===== src/rtl/resp_tx_framer.sv =====
// Response packet framer: opcode, reserved, 16-bit length, then payload LSB-first.
// Upstream valid/ready accept in IDLE; byte-wide valid/ready stream toward UART TX.
module resp_tx_framer #(
  parameter int MAX_BYTES_P = 4
) (
  input  logic                     clk,
  input  logic                     rst,
  input  logic [7:0]               opcode_i,
  input  logic [8*MAX_BYTES_P-1:0] result_i,
  input  logic [2:0]               payload_len_i,
  input  logic                     result_valid_i,
  output logic                     result_ready_o,
  output logic [7:0]               data_o,
  output logic                     valid_o,
  input  logic                     ready_i,
  output logic                     busy_o,
  output logic [4:0]               state_o
);

  localparam int RW = 8 * MAX_BYTES_P;
  localparam logic [2:0] MAXL = 3'(MAX_BYTES_P);

  typedef enum logic [4:0] {
    IDLE = 5'b00001,
    OPC  = 5'b00010,
    RSV  = 5'b00011,
    LSB  = 5'b00100,
    MSB  = 5'b00101,
    DATA = 5'b00110
  } state_t;

  state_t      state, state_d;
  logic [RW-1:0] res_q;
  logic [2:0]  len_q;
  logic [2:0]  cnt_q, cnt_d;
  logic [7:0]  data_d;
  logic        valid_d;
  logic        hs;
  logic        accept;
  logic [2:0]  len_eff;
  logic [2:0]  idx;
  logic [15:0] len16;
  logic [7:0]  byte_nxt;

  assign result_ready_o = (state == IDLE);
  assign busy_o  = (state != IDLE);
  assign state_o = state;
  assign hs      = valid_o && ready_i;
  assign accept  = result_valid_i && result_ready_o;
  assign len_eff = (payload_len_i > MAXL) ? MAXL : payload_len_i;
  assign len16   = 16'd4 + 16'(len_q);

  // Byte that follows the current one: byte 0 after MSB, else cnt+1.
  assign idx      = (state == DATA) ? cnt_q + 3'd1 : 3'd0;
  assign byte_nxt = 8'(res_q >> {idx, 3'b000});

  always_comb begin
    state_d = state;
    data_d  = data_o;
    valid_d = valid_o;
    cnt_d   = cnt_q;
    unique case (state)
      IDLE: begin
        valid_d = 1'b0;
        if (result_valid_i) begin
          state_d = OPC;
          data_d  = opcode_i;
          valid_d = 1'b1;
        end
      end
      OPC: if (hs) begin
        state_d = RSV;
        data_d  = 8'h00;
      end
      RSV: if (hs) begin
        state_d = LSB;
        data_d  = len16[7:0];
      end
      LSB: if (hs) begin
        state_d = MSB;
        data_d  = len16[15:8];
      end
      MSB: if (hs) begin
        if (len_q != 3'd0) begin
          state_d = DATA;
          data_d  = byte_nxt;
          cnt_d   = 3'd0;
        end else begin
          state_d = IDLE;
          data_d  = 8'h00;
          valid_d = 1'b0;
        end
      end
      DATA: if (hs) begin
        if (cnt_q == len_q - 3'd1) begin
          state_d = IDLE;
          data_d  = 8'h00;
          valid_d = 1'b0;
          cnt_d   = 3'd0;
        end else begin
          cnt_d  = cnt_q + 3'd1;
          data_d = byte_nxt;
        end
      end
      default: begin
        state_d = IDLE;
        valid_d = 1'b0;
        data_d  = 8'h00;
        cnt_d   = 3'd0;
      end
    endcase
  end

  always_ff @(posedge clk) begin
    if (rst) begin
      state   <= IDLE;
      data_o  <= 8'h00;
      valid_o <= 1'b0;
      cnt_q   <= 3'd0;
      res_q   <= '0;
      len_q   <= 3'd0;
    end else begin
      state   <= state_d;
      data_o  <= data_d;
      valid_o <= valid_d;
      cnt_q   <= cnt_d;
      if (accept) begin
        res_q <= result_i;
        len_q <= len_eff;
      end
    end
  end

endmodule


===== config.mk =====
export PLATFORM = sky130hd
export DESIGN_NAME = resp_tx_framer
export DESIGN_NICKNAME = d
export VERILOG_FILES = /design/src/rtl/resp_tx_framer.sv
export SDC_FILE = /design/constraint.sdc
export NUM_CORES = 1
export LEC_CHECK = 0
export ABC_AREA = 0
export BUFFER_PORTS_ARGS = -buffer_cell sky130_fd_sc_hd__buf_2
export CAP_MARGIN = 20
export CORE_MARGIN = 8
export CORE_UTILIZATION = 57
export CTS_CLUSTER_DIAMETER = 80
export DETAILED_ROUTE_END_ITERATION = 8
export PLACE_DENSITY = 0.83
export SETUP_SLACK_MARGIN = 0.05
export SYNTH_ARGS = -nofsm -noshare
export SYNTH_HDL_FRONTEND = slang
export SYNTH_SLANG_ARGS = --single-unit

===== constraint.sdc =====
create_clock -name clk -period 2.93 [get_ports clk]
set_input_delay 0.586 -clock clk [delete_from_list [all_inputs] [get_ports clk]]
set_output_delay 0.586 -clock clk [all_outputs]
set_load 0.02 [all_outputs]

======== Word-level counts from Yosys, hierarchy flattened ========
Cells that the tools add are included.
word-level totals
  output and inout port bits .............. 16
  register bits after elaboration ......... 52
  word-level logic and storage cells ...... 70
  input bits .............................. 47
cells by class
  $add $sub $neg .......................... 3
  mux-type cells .......................... 31
  reduce and logical (&&, ||, !) cells .... 9
  order comparisons ....................... 1
  bitwise logic cells ..................... 2
  eq/ne operators ......................... 17
  shifts and indexed selects .............. 1
operators by type and width
  kind                   count
  $mux W8                8
  $pmux W8 S6            1
  $mux W5                7
  $shr A32 B6 Y8         1
  $pmux W5 S6            1
  $mux W3                7
  $ne A2 B2 Y1 const B   8
  $eq A5 B3 Y1 const B   3
  $eq A5 B2 Y1 const B   2
  $pmux W3 S3            1
  $reduce_and A7 Y1      1
  $reduce_and A6 Y1      1
  $eq A5 B1 Y1 const B   1
  $mux W1                5
  $ne A5 B1 Y1 const B   1
  $reduce_and A5 Y1      1
  $add A3 B3 Y4 const A  1
  $pmux W1 S4            1
  $reduce_and A4 Y1      1
  $reduce_or A4 Y1       1
  $add A3 B1 Y3 const B  1
  $eq A3 B3 Y1           1
  $gt A3 B3 Y1 const B   1
  $reduce_bool A3 Y1     1
  other kinds (5)        7

======== Depth between registers and ports, before layout ========
Gate-level depths: netlist (run 1).
  word-level depth ........................ 6
  mapped depth ............................ 8
  depth with buffers taken out ............ 7

======== Least setup slack after synthesis (run 1) ========
Ideal clock, no wire load.
  path kind ............................... register to register
  from .................................... register state[2] (netlist: state_o[2])
  to ...................................... register data_o[7]
  path slack .............................. 1,059 ps
  required time ........................... 2,798 ps
  clock period less this slack ............ 1,871 ps
  arrival time ............................ 1,739 ps
  setup time .............................. 132 ps
  cell stages (with the launch flop) ...... 9
  buffers on the path ..................... 2
  path through ............................ dfxtp_1 nand2b_1 or2_1 inv_1 and2_1 clkbuf_1 buf_2 a22oi_1 a21oi_1
between the ends
  elaborated cells on any way between the ends .. 20
  classes of those cells .................. eq/ne: 12; shift: 1; mux: 6; reduce/logical: 1
RTL lines
  what                         line  text
  start: declaration           32    state_t state, state_d;
  start signal: assignment     123   state <= state_d;
  $eq A5 B1 Y1 (*)             n/a
  net result_ready_o           12    output logic result_ready_o,
  $ne A2 B2 Y1 (no line)       n/a
  $reduce_and A6 Y1 (no line)  n/a
  end signal: assignment       124   data_o <= data_d;
  end: declaration             13    output logic [7:0] data_o,
The timed path passes the listed nets; every way through them passes the cells marked *. The select of a mux whose other input is x is not followed.
A chain may end at the register's enable or synchronous reset.

======== Worst setup path in the final report (run 1) ========
  from .................................... register cnt_q[0]
  to ...................................... register data_o[1]
between the ends
  longest elaborated chain between the ends .. 6
  elaborated cells on any way between the ends .. 9
  classes of those cells .................. add/sub: 1; eq/ne: 1; shift: 1; mux: 6
RTL lines
  what                        line    text
  start: declaration          35      logic [2:0] cnt_q, cnt_d;
  start signal: assignment    126     cnt_q <= cnt_d;
  $add A3 B1 Y3               54      assign idx = (state == DATA) ? cnt_q + 3'd1 : 3'd0;
  $mux W3                     54
  $shr A32 B6 Y8              55      assign byte_nxt = 8'(res_q >> {idx, 3'b000});
  $mux W8 (on tied branches)  95, 84
  $mux W8 (on tied branches)  94, 83
  $pmux W8 S6 (*)             62      unique case (state)
Every way passes the cells marked *; elsewhere a longest branch is shown, timed or not. The select of a mux whose other input is x is not followed.

==> run summary, run 1 <==
The area growth from synthesis to layout is 14.5%. Dividing the detail-routed wire length by the instance count gives 15.4 um. The number of endpoints with negative hold slack in the final report is 0, and the I/O pin count is 63.

The relative max-transition margin is 39.9%, and the die span in y is 82.4 um. Layout cell share with drive strength beyond 1: 23.3%. Setup repair after global routing left no endpoint under its margin. In this run the clock root is driven by a sky130_fd_sc_hd__clkbuf_8. For this run, the detailed router's first-pass iteration total came to 4. Counting flops with a built-in enable in the synthesized netlist gives 0. For the weighted congestion reported at the end of routability-driven placement, the log shows 0.888.

The repair_antennas step left the layout with diodes totalling 0. Summing the areas of all compound-gate instances in the mapped netlist gives 25.1% of the synthesized area. Summed over all cells, the static leakage comes to 1.14 nW. The sum of buffers and inverters on the critical path was 0; the initial detailed-routing violation count was 138. Delay contributed by the slowest stage of the critical path: 0.64 ns. The run gives 0 as the global-route congestion overflow total. Yosys printed 0 warnings.

After detailed placement, the total cell area comes to 2800 sq um. Global routing used 4.98% of the available met3 tracks. The worst ir drop on vdd came out at 0.000469 V. Averaged over all synthesized cells, the footprint is 7.89 sq um. The die is 82.4 um wide. For the final routed database, the setup TNS stands at 0 ns.

The detail route stage leaves a number of antenna-violating nets equal to 0. After routing the design area is 2870 sq um. The tools report the met2 usage as 34.2%. met2 is the most crowded layer.

At the pin with the least slew margin, the transition time is 0.901 ns. Summing the areas of all fa, ha and maj instances in the mapped netlist gives 1.99% of the synthesized area. Setup slack of the most critical reg-to-reg path: 0.60 ns. Via total after detailed routing: 2392.

The largest family of logic cells by synthesized area was compound AO/OA/AOI/OAI gates. The number of global-route vias before repair came out at 2401. Using the TritonRoute via totals, the vias-per-cell ratio works out to 5.74. Cell type with the highest aggregate area in the netlist: sky130_fd_sc_hd__dfxtp_1. Between clock sinks in the finished design, the worst skew comes to 0.00733 ns. The largest delay contributor family on the critical path is adder cells.

For the post-synthesis instance total, the log shows 318. The commonest register cell after synthesis was sky130_fd_sc_hd__dfxtp_1. Setup violations remaining at the end of the flow were counted as 0.

Once the clock tree was built, the setup fixing pass inserted 0 buffers. The synthesized design devotes to its leading area cell type 39.9% of total area. For the finished layout, the period the worst path requires is 2.33 ns. Entering global routing, the biggest net connects 51 pins. The logs give 2.48 ns for the data arrival time of the critical path and 0 for the number of DRC violations after detailed routing.

TritonCTS built the clock tree. Total power per unit cell area: 784 nW/um^2. The core region is 4290 sq um. The maximum operating frequency is 0.429 GHz.

The top cell types in the final layout, fill and taps aside, are sky130_fd_sc_hd__nand2_1, sky130_fd_sc_hd__buf_2, sky130_fd_sc_hd__a21oi_1. The area of the die was 6780 sq um; the detailed-placement wirelength estimate was 4.84 mm. Synthesis inferred 50 register bits. STA classifies the critical path startpoint as a register.

The clock passes through at most 2 buffers. The first-pass GRT wire length was 10.9 mm. The proportion of synthesized flip-flops having asynchronous set or reset was 0%; the netlist area before placement was 2510 sq um. The run finished with clean final reports. Row generation in the floorplan step produced 24 rows. Of the total synthesized cell area, the portion taken by XOR and XNOR cells is 1.99%.

The worst setup path is captured at a register. The proportion of synthesized chip area in sequential cells was 39.9%. In this run the number of H-tree levels came out at 2.

The clock transition at the registers of the reported paths was 0.09 ns; the post-route clock period utilization was 79.5%. For this design, the slowest cell found on the critical path is sky130_fd_sc_hd__ha_1. In the global route stage, met1 resource usage came out at 24.5%.

Worst min-delay path category: register to register. Wires add up to 6.43 mm. The kind of critical path is register to register. The most common cell after layout, fill and taps aside is sky130_fd_sc_hd__nand2_1.

The number of hold buffers added after CTS was 0. Max-cap violation count: 0. The netlist uses 44 different library cells. The run gives 3.08 ns as the endpoint required time on the critical path.

The number of antenna violations at the first check in global routing came out at 0. Once the clock tree was built, the resizer swapped 0 gates to a different size. Final count of pins violating max slew: 0. For the worst-skew pair, the clock arrives at the later sink with an insertion delay of 0.30 ns. After Yosys synthesis, and, or, nand and nor cells account for 19.3% of the synthesized area. In the final design database the tool counted 416 nets. The highest net fanout along the worst path was 19. The count of buffers inserted at the top-level ports was 60.

After synthesis, the cell types taking the most area are sky130_fd_sc_hd__dfxtp_1, sky130_fd_sc_hd__a21oi_1, sky130_fd_sc_hd__nand2_1. The share of synthesized area spent on multiplexers is 5.68%. The signal on the critical path passes through ha_1 > nand4b_1 > o22ai_1 > a21oi_1 > o21ai_0 > a21oi_1. The most repeated library cell on the critical path was sky130_fd_sc_hd__a21oi_1. The number of clock sinks seen by CTS was 50; the starting utilization of the core area was 58.4%. Across every metal layer, demand over resource in global routing totals 20.1%. The number of clock buffers added by TritonCTS is 5.
## final cells by class
| class | instances | area [sq um] |
|---|---|---|
| flip-flops and latches | 50 | 1000 |
| well taps | 52 | 65.1 |
| multi-input cells | 236 | 1370 |
| inverters | 7 | 26.3 |
| repair buffers | 65 | 338 |
| fillers | 383 | 1420 |
| clock inverters | 2 | 10.0 |
| clock buffers | 5 | 68.8 |
## cell families (layout without fill, tap and decap cells)
| kind of cell | after synthesis | in the layout |
|---|---|---|
| adders and majority gates | 4 | 4 |
| xor gates and xnor gates | 4 | 4 |
| and+or+nand+nor | 106 | 106 |
| DFF | 50 | 50 |
| muxes | 13 | 13 |
| other | 1 | 2 |
| AOI/OAI and AO/OA | 107 | 107 |
| buffers and inverters | 33 | 79 |
## per-layer routing
metal / up-vias / routed length, um
met5: - / 0
met4: 0 / 93
li1: 1202 / -
met2: 56 / 3270
met3: 11 / 338
met1: 1123 / 2730
## power by group
| group | switching (mW) | internal, mW |
|---|---|---|
| sequential | 0.142 | 0.816 |
| clock | 0.222 | 0.161 |
| combinational | 0.531 | 0.382 |
| total | 0.894 | 1.36 |
## registers in the layout, summed over array words and instances, names as in the netlist
signal	count
res_q	32
len_q	3
data_o	8
state_o	3
valid_o	1
cnt_q	3
## cell usage after synthesis, types with 4 or more instances
cell type,instances
sky130_fd_sc_hd__o21ai_0,14
sky130_fd_sc_hd__nor3_1,4
sky130_fd_sc_hd__a21oi_1,58
sky130_fd_sc_hd__clkbuf_1,12
sky130_fd_sc_hd__nand3b_1,4
sky130_fd_sc_hd__buf_2,10
sky130_fd_sc_hd__nand2b_1,4
sky130_fd_sc_hd__dfxtp_1,50
sky130_fd_sc_hd__a22oi_1,9
sky130_fd_sc_hd__mux2_2,10
sky130_fd_sc_hd__inv_1,7
sky130_fd_sc_hd__nand2_1,74
sky130_fd_sc_hd__ha_1,4
sky130_fd_sc_hd__o22ai_1,15
## stage by stage
stage | instances | total power, mW | setup WS, ns | utilization (%) | hold WS (ns)
final | 417 | 2.25 | 0.601 | 66.9 | 0.462
after global routing | 417 | 2.42 | 0.350 | 66.9 | 0.472
after CTS | 417 | 2.26 | 0.652 | 66.9 | 0.461
after detailed placement | 410 | 1.89 | 0.669 | 65.1 | 0.449
after global placement | 410 | 1.86 | 0.773 | 65.1 | 0.446
after floorplan | 319 | 1.63 | 1.06 | - | 0.433
## worst paths after layout
kind | end | startpoint | cells past startpoint
setup / recovery | data_o[1] | cnt_q[0] | 6
hold / removal | res_q[11] | res_q[11] | 2
setup reg to reg | data_o[1] | cnt_q[0] | 6
hold reg to reg | res_q[11] | res_q[11] | 2
## worst min-delay path, delay by kind of cell, from the launching register on
kind	cells	cell delay (ns)
compound gates	1	0.05
simple gates	1	0.05
flops	1	0.32
Note: power is estimated with default switching activity, not from simulation.
==> run 2: changes to the inputs <==
--- a/config.mk
+++ b/config.mk
@@ -9,10 +9,10 @@
 export BUFFER_PORTS_ARGS = -buffer_cell sky130_fd_sc_hd__buf_2
 export CAP_MARGIN = 20
 export CORE_MARGIN = 8
-export CORE_UTILIZATION = 57
+export CORE_UTILIZATION = 48
 export CTS_CLUSTER_DIAMETER = 80
 export DETAILED_ROUTE_END_ITERATION = 8
-export PLACE_DENSITY = 0.83
+export PLACE_DENSITY = 0.74
 export SETUP_SLACK_MARGIN = 0.05
 export SYNTH_ARGS = -nofsm -noshare
 export SYNTH_HDL_FRONTEND = slang
==> constraint.sdc (replaced) <==
create_clock -name clk -period 2.02 [get_ports clk]
set_input_delay 0.404 -clock clk [delete_from_list [all_inputs] [get_ports clk]]
set_output_delay 0.404 -clock clk [all_outputs]
set_load 0.02 [all_outputs]
==> run 2 against run 1 <==
Compared with the run above:
- setup slack got worse by 0.43 ns
- die area increased by 15%
- clock power increased by 56%
- sequential share of layout area decreased by 2.0 points
- largest power group is now combinational cells
- utilization decreased by 6.3 points
- first-iteration DRC count increased by 45%
- global-route usage decreased by 1.9 points
==> run summary, run 2 (synthesis gave the netlist of run 1 again) <==
The post-route clock period utilization is 91.4% (+12 points), and the transition time of the tightest slew-check pin is 0.691 ns (-0.211 ns). First-pass GRT wire length: 11.3 mm (+3.4%). The run gives 63 (unchanged) as the I/O pin count. The number of stages on the worst setup path is 7 (+1).

The number of clock sinks seen by CTS came out at 50 (unchanged). The worst setup path is of the register to register kind. The final number of setup-violating endpoints came out at 0 (unchanged). The placeable core region is 5070 sq um (+18%). The tools report the final worst hold slack as 0.335 ns (-0.127 ns). Final count of pins violating max slew: 0 (unchanged). Leaving out fill and tap cells, the most frequent cells in the layout are sky130_fd_sc_hd__nand2_1, sky130_fd_sc_hd__buf_2, sky130_fd_sc_hd__a21oi_1. The summed negative setup slack over all endpoints is 0 ns (unchanged). The total power per unit cell area came out at 1110 nW/um^2 (+41%). Endpoint required time on the critical path: 2.18 ns (-0.90 ns).

The antenna diode count was 0 (unchanged). Count of buffers inserted at the top-level ports: 60 (unchanged). The number of DRC violations after detailed routing was 0 (unchanged); the data arrival time of the critical path was 2.01 ns (-0.47 ns). The number of fill cells was 484 (+26%); the die span in y was 88.3 um (+7.2%). The register ranked first by flip-flop count was res_q. The maximum root-to-sink buffer count is 2 (unchanged).

The starting utilization of the core area is 49.5% (-9.0 points). The tools report the overall routed net length as 6.74 mm (+4.8%). The max-cap violation count is 0 (unchanged).

The delay contributed by the slowest stage of the critical path was 0.37 ns (-0.27 ns). The clock transition at the registers of the reported paths was 0.09 ns (about the same). The tools report the insertion delay of the later-clocked pin in the worst-skew pair as 0.30 ns (about the same). The number of global-route vias before repair was 2433 (+1.3%); the detailed-routing iteration count for the pre-antenna-repair pass was 4 (unchanged). The tools report the worst ir drop on vdd as 0.000613 V (+31%). For the total design power, the log shows 3.41 mW (+51%). The run gives 0.541 GHz (+26%) as the maximum operating frequency.

The layout cell share with drive strength beyond 1 works out to 29.3% (+6.0 points). The per-cell routed wire length is 15.0 um (-2.7%), and the die width is 88.3 um (+7.2%). The highest net fanout along the worst path came out at 5 (-14). The worst setup path is launched from a register. The area growth from synthesis to layout is 22.7%. For the number of rows created at floorplan, the log shows 26 (+8.3%).

The run finished with clean final reports. The relative max-transition margin was 54.0% (+14 points); the number of stages on the worst hold path was 3 (+1). For the number of endpoints with negative hold slack in the final report, the log shows 0 (unchanged).

The detailed-route vias per instance was 5.47 (-4.6%). For the number of antenna violations at the first check in global routing, the log shows 0 (unchanged). TritonCTS built the clock tree.

The portion of total power attributed to sequential cells is 40.1% (-2.4 points), and the hold-fix buffer count after cts is 0 (unchanged). The sum of buffers and inverters on the critical path is 1 (+1), and the relative contribution of combinational cells to total power is 42.5% (+2.0 points). Traced cell by cell, the critical path runs through inv_4 > ha_4 > xor3_1 > o31a_1 > a311oi_2 > mux2i_1 > nor2_1.

The switching power total is 1.32 mW (+48%). The number of antenna-violating nets in the routed design is 0 (unchanged). The setup skew after layout is 0.00357 ns (-0.00377 ns). The path class of the tightest hold or removal check is primary input to register. The overall routing resource usage is 18.2% (-1.9 points). The slowest stage of the critical path is the sky130_fd_sc_hd__dfxtp_4 cell. Setup repair after global routing left no endpoint under its margin.

The leakage power summed over all cells came out at 1.23 nW (+7.7%). The weighted congestion reported at the end of routability-driven placement came out at 0.877 (-1.3%). Relative contribution of the clock network to total power: 17.5% (+0.5 points). The pin count of the biggest net entering global routing was 41 (-20%); the flip-flop count of the largest register, all copies and words added was 32 (unchanged). In the final layout, the registers with the most flip-flops are res_q x32, data_o x8. Internal cell power: 2.09 mW (+53%). The final layout net count is 429 (+3.1%). Area of the die: 7800 sq um (+15%).

The depth of the most critical reg-to-reg path works out to 7 (+1). The cell sitting at the root of the clock tree is a sky130_fd_sc_hd__clkbuf_8. The tools report the final instance area as 3080 sq um (+7.1%).

The initial detailed-routing violation count is 200 (+45%). The library cell used most frequently in the layout, excluding fill and tap cells, is sky130_fd_sc_hd__nand2_1. The global-route congestion overflow total is 0 (unchanged), and the switching fraction of total power is 38.8% (-0.90 points).

The CTS buffer count was 5 (unchanged). The placed instance area was 2900 sq um (+3.8%); the final critical path time including I/O delays and setup was 1.85 ns (-0.482 ns). The via total after detailed routing came out at 2458 (+2.8%). The worst setup path is captured at a register. On the critical path the largest part of the delay comes from compound AO/OA/AOI/OAI gates. The detailed-placement wirelength estimate came out at 4.78 mm (-1.2%).

The run gives 2 (unchanged) as the CTS H-tree depth.
[run 2: changes by cell type in the layout (fill, tap and decap cells not counted), sizes merged]
cell and delta:
buf +13, clkbuf +2, clkinv -1
[run 2: metal layers]
layer,vias to the layer above,global-route usage [%],share of wire [%]
met5,-,0,0
li1,1232,-,-
met2,74,29.1,48
met1,1139,22.7,44
met3,13,5.01,5.8
met4,0,7.22,2.0
[run 2: through the flow]
| stage | cells | util [%] | setup slack, ns |
|---|---|---|---|
| 6_report | 449 | 60.7 | 0.173 |
| 4_1_cts | 444 | 59.0 | 0.0765 |
| 3_5_place_dp | 436 | 57.2 | 0.0893 |
| 3_3_place_gp | 436 | 57.2 | 0.182 |
| 5_1_grt | 449 | 60.7 | 0.0653 |
| 2_1_floorplan | 319 | - | 0.149 |
[run 2: power groups by stage]
| stage | logic [mW] | clock network [mW] | registers (mW) |
|---|---|---|---|
| floorplan | 0.976 | 0 | 1.39 |
| global placement | 1.41 | 0 | 1.37 |
| detailed placement | 1.42 | 0 | 1.38 |
| CTS | 1.43 | 0.606 | 1.36 |
| global route | 1.61 | 0.656 | 1.40 |
| finish | 1.45 | 0.595 | 1.37 |
[run 2: layout make-up]
type	count	area, sq um	share of cell area, %
multi-input combinational	236	1400	45.4
sequential	50	1010	32.9
timing repair buffer	78	460	15.0
tap	70	87.6	2.84
clock buffer	7	86.3	2.80
inverter	7	28.8	0.935
clock inverter	1	5.00	0.163
[run 2: final timing paths]
kind,slack (ns),startpoint,to
hold / removal,0.33,result_i[13],res_q[13]
hold reg to reg,0.46,res_q[16],res_q[16]
setup / recovery,0.17,len_q[0],valid_o
setup reg to reg,0.17,len_q[0],valid_o
[run 2: tightest hold or removal path, cell delays in order]
cell	delay (ns)
sky130_fd_sc_hd__buf_2	0.09
sky130_fd_sc_hd__nand2_1	0.05
sky130_fd_sc_hd__a21oi_1	0.05
[run 2: repair_timing]
item                                   in CTS  in global routing
endpoints found under the hold margin       0                  0
resized for setup                           1                 16
pin swaps                                   0                  4
setup buffers                               0                  5
setup endpoints to repair                   1                 12
